**config.mk**
```make
export PLATFORM = sky130hd
export DESIGN_NAME = fft_iter_sequencer
export DESIGN_NICKNAME = d
export VERILOG_FILES = /design/src/rtl/fft_iter_sequencer_pkg.sv /design/src/rtl/ring_shift_register.sv /design/src/rtl/fft_iter_sequencer.sv
export SDC_FILE = /design/constraint.sdc
export NUM_CORES = 1
export LEC_CHECK = 0
export CORE_ASPECT_RATIO = 1.25
export CORE_MARGIN = 5
export CORE_UTILIZATION = 50
export DETAILED_ROUTE_END_ITERATION = 8
export DONT_BUFFER_PORTS = 1
export PLACE_DENSITY = 0.73
export SYNTH_ARGS = -nofsm -noshare
export SYNTH_HDL_FRONTEND = slang
export SYNTH_SLANG_ARGS = --single-unit
```
**constraint.sdc**
```tcl
create_clock -name CLK -period 0.8 [get_ports CLK]
set_clock_uncertainty 0.2 [all_clocks]
set_input_delay 0.08 -clock CLK [delete_from_list [all_inputs] [get_ports CLK]]
set_output_delay 0.08 -clock CLK [all_outputs]
set_load 0.01 [all_outputs]
```
**src/rtl/fft_iter_sequencer_pkg.sv**
```systemverilog
// Shared definitions for the iterative radix-2 FFT address sequencer:
// FSM state encoding and a constant-evaluable ceil(log2) helper.
package fft_iter_sequencer_pkg;

  typedef enum logic [1:0] {
    ST_IDLE  = 2'd0,
    ST_RUN   = 2'd1,
    ST_DRAIN = 2'd2,
    ST_DONE  = 2'd3
  } state_t;

  // ceil(log2(value)); used to size the drain and stage counters
  function automatic int clog2(input int value);
    int r;
    r = 0;
    while ((1 << r) < value) r++;
    return r;
  endfunction

endpackage

```
**src/rtl/ring_shift_register.sv**
```systemverilog
// Generic rotating shift register with enable and asynchronous active-low
// reset to a configurable value.
module ring_shift_register #(
  parameter int               WIDTH      = 4,
  parameter logic [WIDTH-1:0] RST_VAL    = WIDTH'(1),
  parameter bit               SHIFT_LEFT = 1'b1
) (
  input  logic             clk,
  input  logic             rst_n,
  input  logic             en,
  output logic [WIDTH-1:0] q
);

  // Rotate by one position on each enabled rising edge
  always_ff @(posedge clk or negedge rst_n) begin
    if (!rst_n) begin
      q <= RST_VAL;
    end else if (en) begin
      q <= SHIFT_LEFT ? {q[WIDTH-2:0], q[WIDTH-1]} : {q[0], q[WIDTH-1:1]};
    end
  end

endmodule

```
**src/rtl/fft_iter_sequencer.sv**
```systemverilog
// Iterative in-place radix-2 FFT sequencer: walks every stage issuing one
// butterfly read pair per cycle, drains the butterfly pipeline between
// stages, and replays the read pairs as write pairs PIPE_LAT cycles later.
module fft_iter_sequencer
  import fft_iter_sequencer_pkg::*;
#(
  parameter int N_LOG2   = 8,
  parameter int PIPE_LAT = 4
) (
  input  logic              CLK,
  input  logic              RST,
  input  logic              i_START,
  output logic              o_BUSY,
  output logic              o_DONE,
  output logic              o_RD_EN,
  output logic [N_LOG2-1:0] o_RD_ADDR_A,
  output logic [N_LOG2-1:0] o_RD_ADDR_B,
  output logic              o_WR_EN,
  output logic [N_LOG2-1:0] o_WR_ADDR_A,
  output logic [N_LOG2-1:0] o_WR_ADDR_B,
  output logic [N_LOG2-2:0] o_TW_ADDR,
  output logic [N_LOG2-1:0] o_STAGE_OH
);

  localparam int K_W = N_LOG2 - 1;
  localparam int S_W = clog2(N_LOG2);
  localparam int D_W = clog2(PIPE_LAT + 1);

  localparam logic [K_W-1:0] K_LAST = K_W'((1 << (N_LOG2 - 1)) - 1);
  localparam logic [S_W-1:0] S_LAST = S_W'(N_LOG2 - 1);

  state_t             state;
  logic [S_W-1:0]     s;
  logic [K_W-1:0]     k;
  logic [D_W-1:0]     drain_cnt;

  logic [S_W-1:0]     iss_s;
  logic [K_W-1:0]     iss_k;
  logic [N_LOG2-1:0]  kx;
  logic [N_LOG2-1:0]  mask;
  logic [N_LOG2-1:0]  iss_a;
  logic [N_LOG2-1:0]  iss_b;
  logic [K_W-1:0]     iss_tw;

  logic               stage_adv;
  logic               ring_rst_n;

  logic [PIPE_LAT-1:0]             pipe_en;
  logic [PIPE_LAT-1:0][N_LOG2-1:0] pipe_a;
  logic [PIPE_LAT-1:0][N_LOG2-1:0] pipe_b;

  // Butterfly (stage, index) to be issued on the next edge and its addresses
  // NOTE: every always_comb output gets a default first so no latch is inferred.
  always_comb begin
    iss_s = '0;
    iss_k = '0;
    case (state)
      ST_RUN: begin
        iss_s = s;
        iss_k = k + 1'b1;
      end
      ST_DRAIN: begin
        iss_s = s + 1'b1;
        iss_k = '0;
      end
      default: ;
    endcase
    kx     = {1'b0, iss_k};
    mask   = (N_LOG2'(1) << iss_s) - N_LOG2'(1);
    iss_a  = ((kx >> iss_s) << iss_s << 1) | (kx & mask);
    iss_b  = iss_a | (N_LOG2'(1) << iss_s);
    iss_tw = K_W'((kx & mask) << (K_W - int'(iss_s)));
  end

  // Sequencer FSM with registered read, busy and done outputs
  // NOTE: state and outputs use non-blocking assignments so every register
  // samples pre-edge values regardless of statement order.
  always_ff @(posedge CLK or negedge RST) begin
    if (!RST) begin
      state       <= ST_IDLE;
      s           <= '0;
      k           <= '0;
      drain_cnt   <= '0;
      o_BUSY      <= 1'b0;
      o_DONE      <= 1'b0;
      o_RD_EN     <= 1'b0;
      o_RD_ADDR_A <= '0;
      o_RD_ADDR_B <= '0;
      o_TW_ADDR   <= '0;
    end else begin
      o_DONE  <= 1'b0;
      o_RD_EN <= 1'b0;
      case (state)
        ST_IDLE: begin
          if (i_START) begin
            state       <= ST_RUN;
            s           <= '0;
            k           <= '0;
            o_BUSY      <= 1'b1;
            o_RD_EN     <= 1'b1;
            o_RD_ADDR_A <= iss_a;
            o_RD_ADDR_B <= iss_b;
            o_TW_ADDR   <= iss_tw;
          end
        end
        ST_RUN: begin
          if (k == K_LAST) begin
            state     <= ST_DRAIN;
            drain_cnt <= D_W'(PIPE_LAT - 1);
          end else begin
            k           <= iss_k;
            o_RD_EN     <= 1'b1;
            o_RD_ADDR_A <= iss_a;
            o_RD_ADDR_B <= iss_b;
            o_TW_ADDR   <= iss_tw;
          end
        end
        ST_DRAIN: begin
          if (drain_cnt != '0) begin
            drain_cnt <= drain_cnt - 1'b1;
          end else if (s == S_LAST) begin
            state  <= ST_DONE;
            o_BUSY <= 1'b0;
            o_DONE <= 1'b1;
          end else begin
            state       <= ST_RUN;
            s           <= iss_s;
            k           <= '0;
            o_RD_EN     <= 1'b1;
            o_RD_ADDR_A <= iss_a;
            o_RD_ADDR_B <= iss_b;
            o_TW_ADDR   <= iss_tw;
          end
        end
        ST_DONE: begin
          state <= ST_IDLE;
          s     <= '0;
          k     <= '0;
        end
        default: state <= ST_IDLE;
      endcase
    end
  end

  // Last drain cycle of a non-final stage moves the one-hot stage marker
  assign stage_adv  = (state == ST_DRAIN) && (drain_cnt == '0) && (s != S_LAST);
  // The DONE pulse re-arms the stage marker for the next transform
  assign ring_rst_n = RST & ~o_DONE;

  ring_shift_register #(
    .WIDTH      (N_LOG2),
    .RST_VAL    (N_LOG2'(1)),
    .SHIFT_LEFT (1'b1)
  ) u_stage_ring (
    .clk   (CLK),
    .rst_n (ring_rst_n),
    .en    (stage_adv),
    .q     (o_STAGE_OH)
  );

  // Write-pair delay line; addresses only advance with a valid entry so the
  // write outputs hold their last value while idle
  // NOTE: the delay line is fully reset so an aborted transform leaves no
  // pending write behind.
  always_ff @(posedge CLK or negedge RST) begin
    if (!RST) begin
      pipe_en <= '0;
      pipe_a  <= '0;
      pipe_b  <= '0;
    end else begin
      pipe_en[0] <= o_RD_EN;
      if (o_RD_EN) begin
        pipe_a[0] <= o_RD_ADDR_A;
        pipe_b[0] <= o_RD_ADDR_B;
      end
      for (int i = 1; i < PIPE_LAT; i++) begin
        pipe_en[i] <= pipe_en[i-1];
        if (pipe_en[i-1]) begin
          pipe_a[i] <= pipe_a[i-1];
          pipe_b[i] <= pipe_b[i-1];
        end
      end
    end
  end

  assign o_WR_EN     = pipe_en[PIPE_LAT-1];
  assign o_WR_ADDR_A = pipe_a[PIPE_LAT-1];
  assign o_WR_ADDR_B = pipe_b[PIPE_LAT-1];

endmodule

```
==> results.cfg <==
[run_status]
status = finished with violations
violations = hold timing, setup timing

[yosys]
synth_seq_cells = 117
syn_nets = 532
synth_cell_types = 65
seq_area_frac_synth = 0.5052
netlist_area_mm2 = 0.005798
synth-async-reset-ratio = 1.000
syn_avg_cell_area_um2 = 11.21
synth-edff-count = 0
syn_inst = 517
ys.flop_type = dfrtp_1
yosysWarnings = 0

[sta]
slew_violations = 0
hold_violations = 122
slew_headroom = 0.5148
rsz0062_at_grt = yes
tightestPinTransition_ps = 722.9
layout_min_cycle_time_ps = 3131
finalCritPeriodShare = 3.913
holdWs_ps = -858.4
layout_setup_ws_ps = -2331
setup_viol = 169
timing.fmax_mhz = 319.4
fin_setup_tns_ps = -132550

[drt]
first_pass_iters = 6
dr.first_iter.drc_count = 1006
drt-wirelength-per-cell_um = 30.37
antenna_left = 0
route.detailed.drc = 0
wirelength_um = 27940
vias = 6197
vias_per_cell = 6.736

[cells_and_area]
fin_cells = 920
nFillCells = 403
final_layout_size_suffix_gt1_frac = 0.6509
finish.net_count = 784
diodes = 0
area_growth_pct = 71.04

[place]
place.gp.congestion = 0.8763
portBuffers = 0
dp_slack_ps = -2080
dpl.hpwl_um = 10440
dp.cells = 791

[clock_network]
cts_tree = done
cts_max_path_buffers = 2
cts_made_buffers = 17
clkTransAtPathRegs_ps = 70
cts_root_buffer = clkbuf_16
cts.sinks = 117
worstSkewPairLatency_ps = 430
htreeDepth = 4

[setup_path]
path_class = flop to flop
r2r-start = state[1]
crit_path_max_incr_delay_ps = 650
path_cells = inv_4, ha_4, mux2_4, a311oi_1, a221oi_4, o41ai_4, buf_4, buf_4, nor2_4, a311oi_2, a31oi_1
cp_max_fo = 6
critPathLaunch = state[1]
worst_path_max_delay_cell = a311oi_1
worstPathRequired_ps = 850
arrival_ps = 3180
cpMostUsedCell = buf_4
crit_path_start_kind = flop
cp-end-kind = flop

[pwr]
swShare = 0.2178
power.leakage_nw = 4.689
power_frac_clock = 0.602
switchingPower_w = 0.003252
combPwrFrac = 0.002
p_total_w = 0.01493
seq_power_share = 0.396
p_int_w = 0.01168
peakVddDrop_v = 0.001829
power_density_mw_per_mm2 = 1505

[min_path]
min-delay-path-class = primary input to async pin

[global_route]
overflow = 0
antenna_found_initial = 0
grt_max_degree = 111
grt_pass1_wl_um = 33400
grt_use_total = 0.3202
grt_pass1_vias = 5815

[floorplanning]
die_h_um = 130.4
die_area_mm2 = 0.01386
io-pin-count = 54
core_mm2 = 0.01151
rows = 44
die_w_um = 106.3
start_util = 0.5039

[run]
drv_cap = 0
metrics by stage:
| stage | area, µm² | utilization |
|---|---|---|
| 2_1_floorplan | 6370 | - |
| 3_3_place_gp | 7473 | 0.6495 |
| 3_5_place_dp | 7473 | 0.6495 |
| 4_1_cts | 9275 | 0.8061 |
| 5_1_grt | 9917 | 0.8619 |
| 6_report | 9917 | 0.8619 |
critical path: cells and delay by family (launching register included):
kind | cells | cell delay [ps]
compound gates | 5 | 1370
flops | 1 | 440
buf+inv | 3 | 420
mux | 1 | 300
fa+ha+maj | 1 | 180
simple gates | 1 | 40
cells in the mapped netlist, types with 7 or more instances:
library cell / number / area share
dfrtp_1: 116 / 0.50
clkbuf_1: 15 / 0.0097
nand2_1: 57 / 0.037
buf_2: 8 / 0.0069
buf_4: 18 / 0.023
o21ai_0: 21 / 0.018
a21oi_1: 19 / 0.016
nor3_1: 7 / 0.0060
mux2_2: 75 / 0.15
inv_1: 11 / 0.0071
nor2_1: 27 / 0.017
o21ai_1: 8 / 0.0069
a31oi_1: 8 / 0.0086
nand3_1: 19 / 0.016
and3_1: 7 / 0.0076
ha_1: 12 / 0.026
power by group through the flow:
stage	logic [W]	clock network (W)	registers, W
final	0.0000266	0.00898	0.00592
after global routing	0.0000271	0.00926	0.00591
after CTS	0.0000120	0.00872	0.00592
after detailed placement	0.0000119	0	0.00603
after global placement	0.0000106	0	0.00603
after floorplan	0.00000981	0	0.00603
flip-flops by register name, indices dropped and copies added, names as in the netlist, 2 cells and up:
signal,count
drain_cnt,3
k,7
o_RD_ADDR_A,8
o_RD_ADDR_B,8
o_TW_ADDR,7
o_WR_ADDR_A,8
o_WR_ADDR_B,8
pipe_a,24
pipe_b,24
pipe_en,4
s,3
state,2
u_stage_ring.q,8
kinds of logic after synthesis:
logic type,after synthesis,share of synthesized area
XOR/XNOR,4,0.006043
AO/OA/AOI/OAI,103,0.1323
AND/OR/NAND/NOR,142,0.1163
multiplexers,81,0.1582
buffers and inverters,58,0.05611
flip-flops,117,0.5052
adder cells (fa/ha/maj),12,0.02589
layout by cell type, fill, tap and decap left out, drive strengths merged, types with 13 or more instances in the layout:
cell type and instances:
inv 13, a21oi 19, mux2 76, o21ai 29, buf 278, nand2 57, dfrtp 116, nand3 19
clkbuf 20, nor2 28
final timing paths:
check	end	slack, ps	cells after the start
min	pipe_en[3]	-860	0
max in group asynchronous	u_stage_ring.q[0]	-50	2
min in group CLK	o_RD_EN	-310	2
max	o_RD_ADDR_B[2]	-2330	11
min reg2reg	u_stage_ring.q[4]	250	2
max reg2reg	o_RD_ADDR_B[2]	-2330	11
repair_timing:
action | 4_1_cts | 5_1_grt
endpoints found under the hold margin | 124 | 122
gates resized for setup | 165 | 81
setup endpoints to repair | 169 | 176
pin swaps | 22 | 33
gates cloned | 5 | 3
buffers inserted | 47 | 50
final cells by class:
| cell class | instances | area (µm²) | area share |
|---|---|---|---|
| multi-input cells | 343 | 3398 | 0.3427 |
| flip-flops and latches | 117 | 2939 | 0.2964 |
| inverters | 11 | 48.80 | 0.004921 |
| clock buffers | 19 | 452.9 | 0.04567 |
| well taps | 138 | 172.7 | 0.01741 |
| clock inverters | 13 | 219.0 | 0.02208 |
| repair buffers | 279 | 2686 | 0.2709 |
metal layers:
| metal | track usage | vias up | share of wire |
|---|---|---|---|
| li1 | - | 2353 | - |
| met4 | 0.2020 | 0 | 0.10 |
| met5 | 0 | - | 0 |
| met3 | 0.06388 | 260 | 0.099 |
| met1 | 0.3210 | 2999 | 0.32 |
| met2 | 0.6050 | 585 | 0.48 |
Power figures use the tool's default switching activity.
